===== config.mk =====
export PLATFORM = sky130hd
export DESIGN_NAME = fetch_ctrl
export DESIGN_NICKNAME = d
export VERILOG_FILES = /design/src/rtl/fetch_ctrl.sv
export SDC_FILE = /design/constraint.sdc
export NUM_CORES = 1
export LEC_CHECK = 0
export ABC_AREA = 1
export CAP_MARGIN = 30
export CORE_UTILIZATION = 25
export DETAILED_ROUTE_END_ITERATION = 10
export SYNTH_ARGS = -nofsm -noshare
export SYNTH_HDL_FRONTEND = slang
export SYNTH_SLANG_ARGS = --single-unit

===== constraint.sdc =====
create_clock -name clk -period 1.26 [get_ports clk]
set_clock_uncertainty 0.15 [all_clocks]
set_input_delay 0.126 -clock clk [delete_from_list [all_inputs] [get_ports clk]]
set_output_delay 0.126 -clock clk [all_outputs]
set_load 0.005 [all_outputs]

===== src/rtl/fetch_ctrl.sv =====
// Fetch-stage hazard controller: steers PC and IF/ID/ID/EX enables for stalls, branch flushes and imem waits.
// Optional performance counters are built when FETCH_PERF_CNT_EN is defined.
module fetch_ctrl #(
  parameter int unsigned WAIT_LIMIT = 16
) (
  input  logic        clk,
  input  logic        rst,
  input  logic        load_use_hz,
  input  logic        br_taken,
  input  logic        imem_valid,
  output logic        pc_en,
  output logic        pc_sel,
  output logic        ifid_en,
  output logic        ifid_flush,
  output logic        idex_flush,
  output logic [1:0]  state,
  output logic        imem_timeout
`ifdef FETCH_PERF_CNT_EN
  ,
  output logic [31:0] stall_cnt,
  output logic [31:0] flush_cnt
`endif
);

  typedef enum logic [1:0] {
    S_RUN   = 2'b00,
    S_STALL = 2'b01,
    S_FLUSH = 2'b10,
    S_WAIT  = 2'b11
  } state_t;

  localparam logic [7:0] WAIT_LAST = 8'(WAIT_LIMIT - 1);

  state_t     state_q, state_d;
  logic [7:0] wait_q, wait_d;
  logic       timeout_q;

  // NOTE: every output and next-state variable gets a default before the
  // case so no path leaves one unassigned, which would infer a latch.
  always_comb begin
    pc_en      = 1'b0;
    pc_sel     = 1'b0;
    ifid_en    = 1'b0;
    ifid_flush = 1'b0;
    idex_flush = 1'b0;
    state_d    = state_q;

    if (rst) begin
      ifid_flush = 1'b1;
      idex_flush = 1'b1;
      state_d    = S_RUN;
    end else if (br_taken) begin
      pc_en      = 1'b1;
      pc_sel     = 1'b1;
      ifid_flush = 1'b1;
      idex_flush = 1'b1;
      state_d    = S_FLUSH;
    end else begin
      unique case (state_q)
        S_RUN: begin
          if (load_use_hz) begin
            idex_flush = 1'b1;
            state_d    = S_STALL;
          end else if (!imem_valid) begin
            idex_flush = 1'b1;
            state_d    = S_WAIT;
          end else begin
            pc_en   = 1'b1;
            ifid_en = 1'b1;
          end
        end
        // The stalled load has moved on, so a repeated hazard flag is stale.
        S_STALL: begin
          pc_en   = 1'b1;
          ifid_en = 1'b1;
          state_d = S_RUN;
        end
        S_FLUSH: begin
          if (load_use_hz) begin
            idex_flush = 1'b1;
            state_d    = S_STALL;
          end else begin
            pc_en      = 1'b1;
            ifid_flush = 1'b1;
            state_d    = S_RUN;
          end
        end
        S_WAIT: begin
          if (!imem_valid) begin
            idex_flush = 1'b1;
          end else begin
            pc_en   = 1'b1;
            ifid_en = 1'b1;
            state_d = S_RUN;
          end
        end
        default: state_d = S_RUN;
      endcase
    end
  end

  // Counter holds the number of WAIT cycles so far, including the current one.
  always_comb begin
    wait_d = 8'd0;
    if (state_d == S_WAIT) begin
      wait_d = (wait_q == 8'hFF) ? 8'hFF : wait_q + 8'd1;
    end
  end

  // NOTE: sequential state uses non-blocking assignments only, so every
  // register samples the pre-edge values regardless of statement order.
  always_ff @(posedge clk) begin
    if (rst) begin
      state_q   <= S_RUN;
      wait_q    <= 8'd0;
      timeout_q <= 1'b0;
    end else begin
      state_q <= state_d;
      wait_q  <= wait_d;
      if (wait_q == WAIT_LAST && !imem_valid) begin
        timeout_q <= 1'b1;
      end
    end
  end

  assign state        = state_q;
  assign imem_timeout = timeout_q;

`ifdef FETCH_PERF_CNT_EN
  always_ff @(posedge clk) begin
    if (rst) begin
      stall_cnt <= 32'd0;
      flush_cnt <= 32'd0;
    end else begin
      if (!pc_en && stall_cnt != 32'hFFFF_FFFF) begin
        stall_cnt <= stall_cnt + 32'd1;
      end
      if (br_taken && flush_cnt != 32'hFFFF_FFFF) begin
        flush_cnt <= flush_cnt + 32'd1;
      end
    end
  end
`endif

endmodule

Word level (Yosys, flattened, before mapping) --
Cells that the tools add are included.
Word-level totals: bits in registers 11, latch bits 0, RAM bits 0, ROM bits 0, input port bits 5, output and inout bits 8, word-level logic and storage cells 43, memories 0
Cells by class: add/sub/neg operators 1, $mul 0, div/mod/pow operators 0, $lt $le $gt $ge 0, eq/ne operators 6, shift operators 0, multiplexer cells 28, bitwise operators 1, reductions and logical operators 4
Operators with widths (count):
- $mux 1 | 18
- $mux 2 | 5
- $add 8x1->8 const B | 1
- $eq 8x4->1 const B | 1
- $eq 8x8->1 const B | 1
- $mux 8 | 1
- $pmux 2 s4 | 1
- $eq 2x2->1 const B | 3
- $pmux 1 s3 | 2
- $pmux 1 s4 | 1
- $eq 2x1->1 const B | 1
- $logic_not 2->1 | 1
- $reduce_or 2->1 | 1
- $logic_and 1x1->1 | 1
- $logic_not 1->1 | 1
- $not 1->1 | 1

Longest topological paths before layout --
Gate-level depths: netlist (run 1).
depth in word-level cells 8, mapped depth 8, mapped depth without buffers 8

Least setup slack after synthesis (run 1) --
Ideal clock, no wire load.
path kind reg-to-reg, start reg wait_q[0], end reg wait_q[4], library setup time 0.115 ns, arrival time 0.938 ns, data required time 0.995 ns, setup slack 0.057 ns, stages on the path, launching flop included 7, path through dfxtp_1 -> ha_1 -> nand2_1 -> nor2_1 -> nand2_2 -> nand3_1 -> and2_1
Between the ends: word-level cells in the longest chain between the ends 2, elaborated cells on any way between the ends 3
Ends and longest elaborated chain:
- start, declared | RTL line 35 | logic [7:0] wait_q, wait_d;
- start signal, assigned | RTL line 119 | wait_q <= wait_d;
- $add 8x1->8 or $eq 8x8->1 (tied branches) | RTL line 106 | wait_d = (wait_q == 8'hFF) ? 8'hFF : wait_q + 8'd1;
- $mux 8 (*) | RTL line 106
Every way passes the cells marked *; elsewhere a longest branch is shown, timed or not. A chain may end at the register's enable or synchronous reset.

Worst setup path in the final report (run 1) --
start reg state_q[0] (netlist: state[0]), end out pc_en
Between the ends: word-level cells in the longest chain between the ends 4, elaborated cells on any way between the ends 7
Ends and longest elaborated chain:
- start, declared | RTL line 34 | state_t state_q, state_d;
- start signal, assigned | RTL line 118 | state_q <= state_d;
- $eq 2x2->1 (tied with other cells) | RTL line 59 | unique case (state_q)
- $pmux 1 s4 (*) | RTL line 59
- $mux 1 (*) | RTL line 52 | end else if (br_taken) begin
- $mux 1 (*) | RTL line 48 | if (rst) begin
- end, declared | RTL line 11 | output logic pc_en,
Marks and branches as above.

==> flow_summary.json, run 1 <==
{
  "clkLatencyLatePin_ns": 0.27,
  "failed_checks": "setup timing",
  "cts_sinks": 11,
  "grt_max_degree": 9,
  "htree_levels": 1,
  "worst_hold_slack_ns": 0.160,
  "yosys.area.top_type": "dfxtp_1",
  "cts_buffers": 3,
  "cts.clk_slew.worst_paths_ns": 0.07,
  "syn_area_sq_um": 642,
  "area_growth_pct": 43.3,
  "worstMarginPinSlew_ns": 0.228,
  "crit_top_cell": "nand2_4",
  "drive_above_1_share_pct": 37.0,
  "cts_root_buf": "clkbuf_4",
  "grt_usage_pct": 11.3,
  "grt_first_pass_wirelength_mm": 2.30,
  "drc": 0,
  "cp_max_fo": 3,
  "fin_crit_ns": 1.42,
  "wirelength_mm": 1.45,
  "hold_path_class": "input pin to flip-flop",
  "pin_count": 13,
  "rsz0062_at_grt": "yes",
  "synthesis.nets": 102,
  "rrSetupSlack_ns": 0.01,
  "die-area_sq_mm": 0.00277,
  "start_util_pct": 27.7,
  "synth_area_per_cell_sq_um": 6.69,
  "peakVddDrop_v": 0.000695,
  "via_count": 664,
  "finalMaxSlewViolations": 0,
  "cp.required_ns": 0.98,
  "synthTopCellsByArea": "dfxtp_1 34%, nand2_1 13%, inv_1 12%, nor2_1 7.0%, nand3_4 5.5%",
  "yosysSeqAreaShare_pct": 34.3,
  "setup_viol": 4,
  "path_cells": "inv_4, nand2_4, nand3_4, nand2_4, a21oi_2, buf_2",
  "nets": 126,
  "cap_violations": 0,
  "yosysTopAreaCellShare_pct": 34.3,
  "antenna_left": 0,
  "firstDrtPassIters": 4,
  "timing.final.ws_setup_ns": -0.159,
  "gp_congestion": 0.819,
  "place_hpwl_mm": 1.04,
  "crit_path_start_kind": "flip-flop",
  "dp_slack_ns": -0.492,
  "setup-tns-final_ns": -0.442,
  "relSlewSlack_pct": 84.8,
  "cpPeakStageDelay_ns": 0.36,
  "power.density_mw_per_mm2": 781,
  "ys_types": 19,
  "ys_ff_latch": 11,
  "core_sq_mm": 0.00232,
  "drt_iter0_markers": 8,
  "io_buffers": 12,
  "fin_crit_sh_pct": 113,
  "die_w_um": 52.7,
  "cp.arrival_ns": 1.14,
  "status": "complete, but fails checks",
  "p_leak_nw": 0.474,
  "cp_slowest_cell": "dfxtp_4",
  "grt_pass1_vias": 599,
  "avgViaCountPerCell": 4.52,
  "hold_viol_final": 0,
  "cts_buffer_depth": 2,
  "crit_path_end_kind": "output port",
  "fp.dieH_um": 52.7,
  "fmax_mhz": 705,
  "core.rowCount": 17,
  "synth_cells": 96,
  "grt.overflow.total": 0,
  "diodes": 0,
  "crit_type": "flip-flop to output port",
  "cts_tree": "done",
  "yosys_warnings": 0,
  "wire_per_inst_um": 9.87,
  "antenna_found_initial": 0
}
-- synthesized netlist by cell type (all sizes together) --
master	count
a21oi	2
and2	1
dfxtp	11
ha	1
inv	22
nand2	29
nand3	8
nand4	1
nor2	14
nor3	1
o21ai	4
o21bai	1
o22ai	1
-- repair_timing --
item,4_1_cts,5_1_grt
buffers inserted,0,1
pin swaps,3,6
endpoints found under the setup margin,14,13
hold buffers,0,0
gates resized for setup,35,15
-- metal layers --
| metal | vias to the layer above | wire, um | track usage [%] |
|---|---|---|---|
| li1 | 339 | - | - |
| met1 | 301 | 627 | 12.4 |
| met2 | 22 | 708 | 20.0 |
| met3 | 2 | 109 | 5.22 |
| met4 | 0 | 6 | 1.32 |
| met5 | - | 0 | 0 |
-- placed cells by master, fill, tap and decap left out, drive strengths merged --
| cell type | count |
|---|---|
| a21oi | 2 |
| and2 | 1 |
| buf | 11 |
| clkbuf | 4 |
| clkdlybuf4s15 | 1 |
| clkdlybuf4s50 | 2 |
| dfxtp | 11 |
| dlygate4sd2 | 5 |
| ha | 1 |
| inv | 22 |
| nand2 | 29 |
| nand3 | 8 |
| nand4 | 1 |
| nor2 | 14 |
| nor3 | 1 |
| o21ai | 4 |
| o21bai | 1 |
| o22ai | 1 |
-- registers in the layout, indices dropped and copies added (netlist names) --
signal	flops
imem_timeout	1
state	2
wait_q	8
-- critical path, delay by kind of cell, from the launching register on --
| family | cells | cell delay, ns |
|---|---|---|
| flops | 1 | 0.36 |
| simple gates | 3 | 0.21 |
| buf+inv | 2 | 0.19 |
| compound gates | 1 | 0.11 |
-- where the power goes --
part,total (mW),switching [mW],leakage (nW),internal (mW)
clock network,0.238,0.116,0.0150,0.123
registers,0.360,0.00741,0.0918,0.353
logic,0.120,0.0625,0.368,0.0578
-- final timing paths --
check                                                from                   endpoint  cells past startpoint
worst min-delay path                             br_taken        state[0]$_SDFF_PP0_                      4
worst max-delay path                  state[0]$_SDFF_PP0_                      pc_en                      6
worst min register to register  imem_timeout$_SDFFE_PP0P_  imem_timeout$_SDFFE_PP0P_                      2
worst max register to register        state[0]$_SDFF_PP0_       wait_q[4]$_SDFF_PP0_                      6
-- logic make-up after synthesis --
group / after synthesis / share of synthesized area [%]
fa+ha+maj: 1 / 1.95
compound gates: 8 / 6.82
flops: 11 / 34.3
buf+inv: 22 / 12.9
simple gates: 54 / 44.1
-- layout make-up --
type                       instances  area, sq um
fill                             246         1400
multi-input combinational         63          390
sequential                        11          231
timing repair buffer              19          151
inverter                          22         85.1
tap                               28         35.0
clock buffer                       4         26.3
-- through the flow --
| step | utilization [%] | std cells | area, sq um | power, mW |
|---|---|---|---|---|
| after detailed placement | 36.3 | 142 | 842 | 0.483 |
| after floorplan | - | 96 | 642 | 0.421 |
| final | 39.7 | 147 | 920 | 0.718 |
| after global placement | 36.3 | 142 | 842 | 0.481 |
| after global routing | 39.7 | 147 | 920 | 0.766 |
| after CTS | 37.2 | 146 | 863 | 0.724 |
(Power assumes the default switching activity.)
==> run 2: changes to the inputs <==
Settings changed: CTS_CLUSTER_SIZE set to 10.
==> results of run 2 <==
The final DEF is identical to that of run 1; final timing and power are the same.
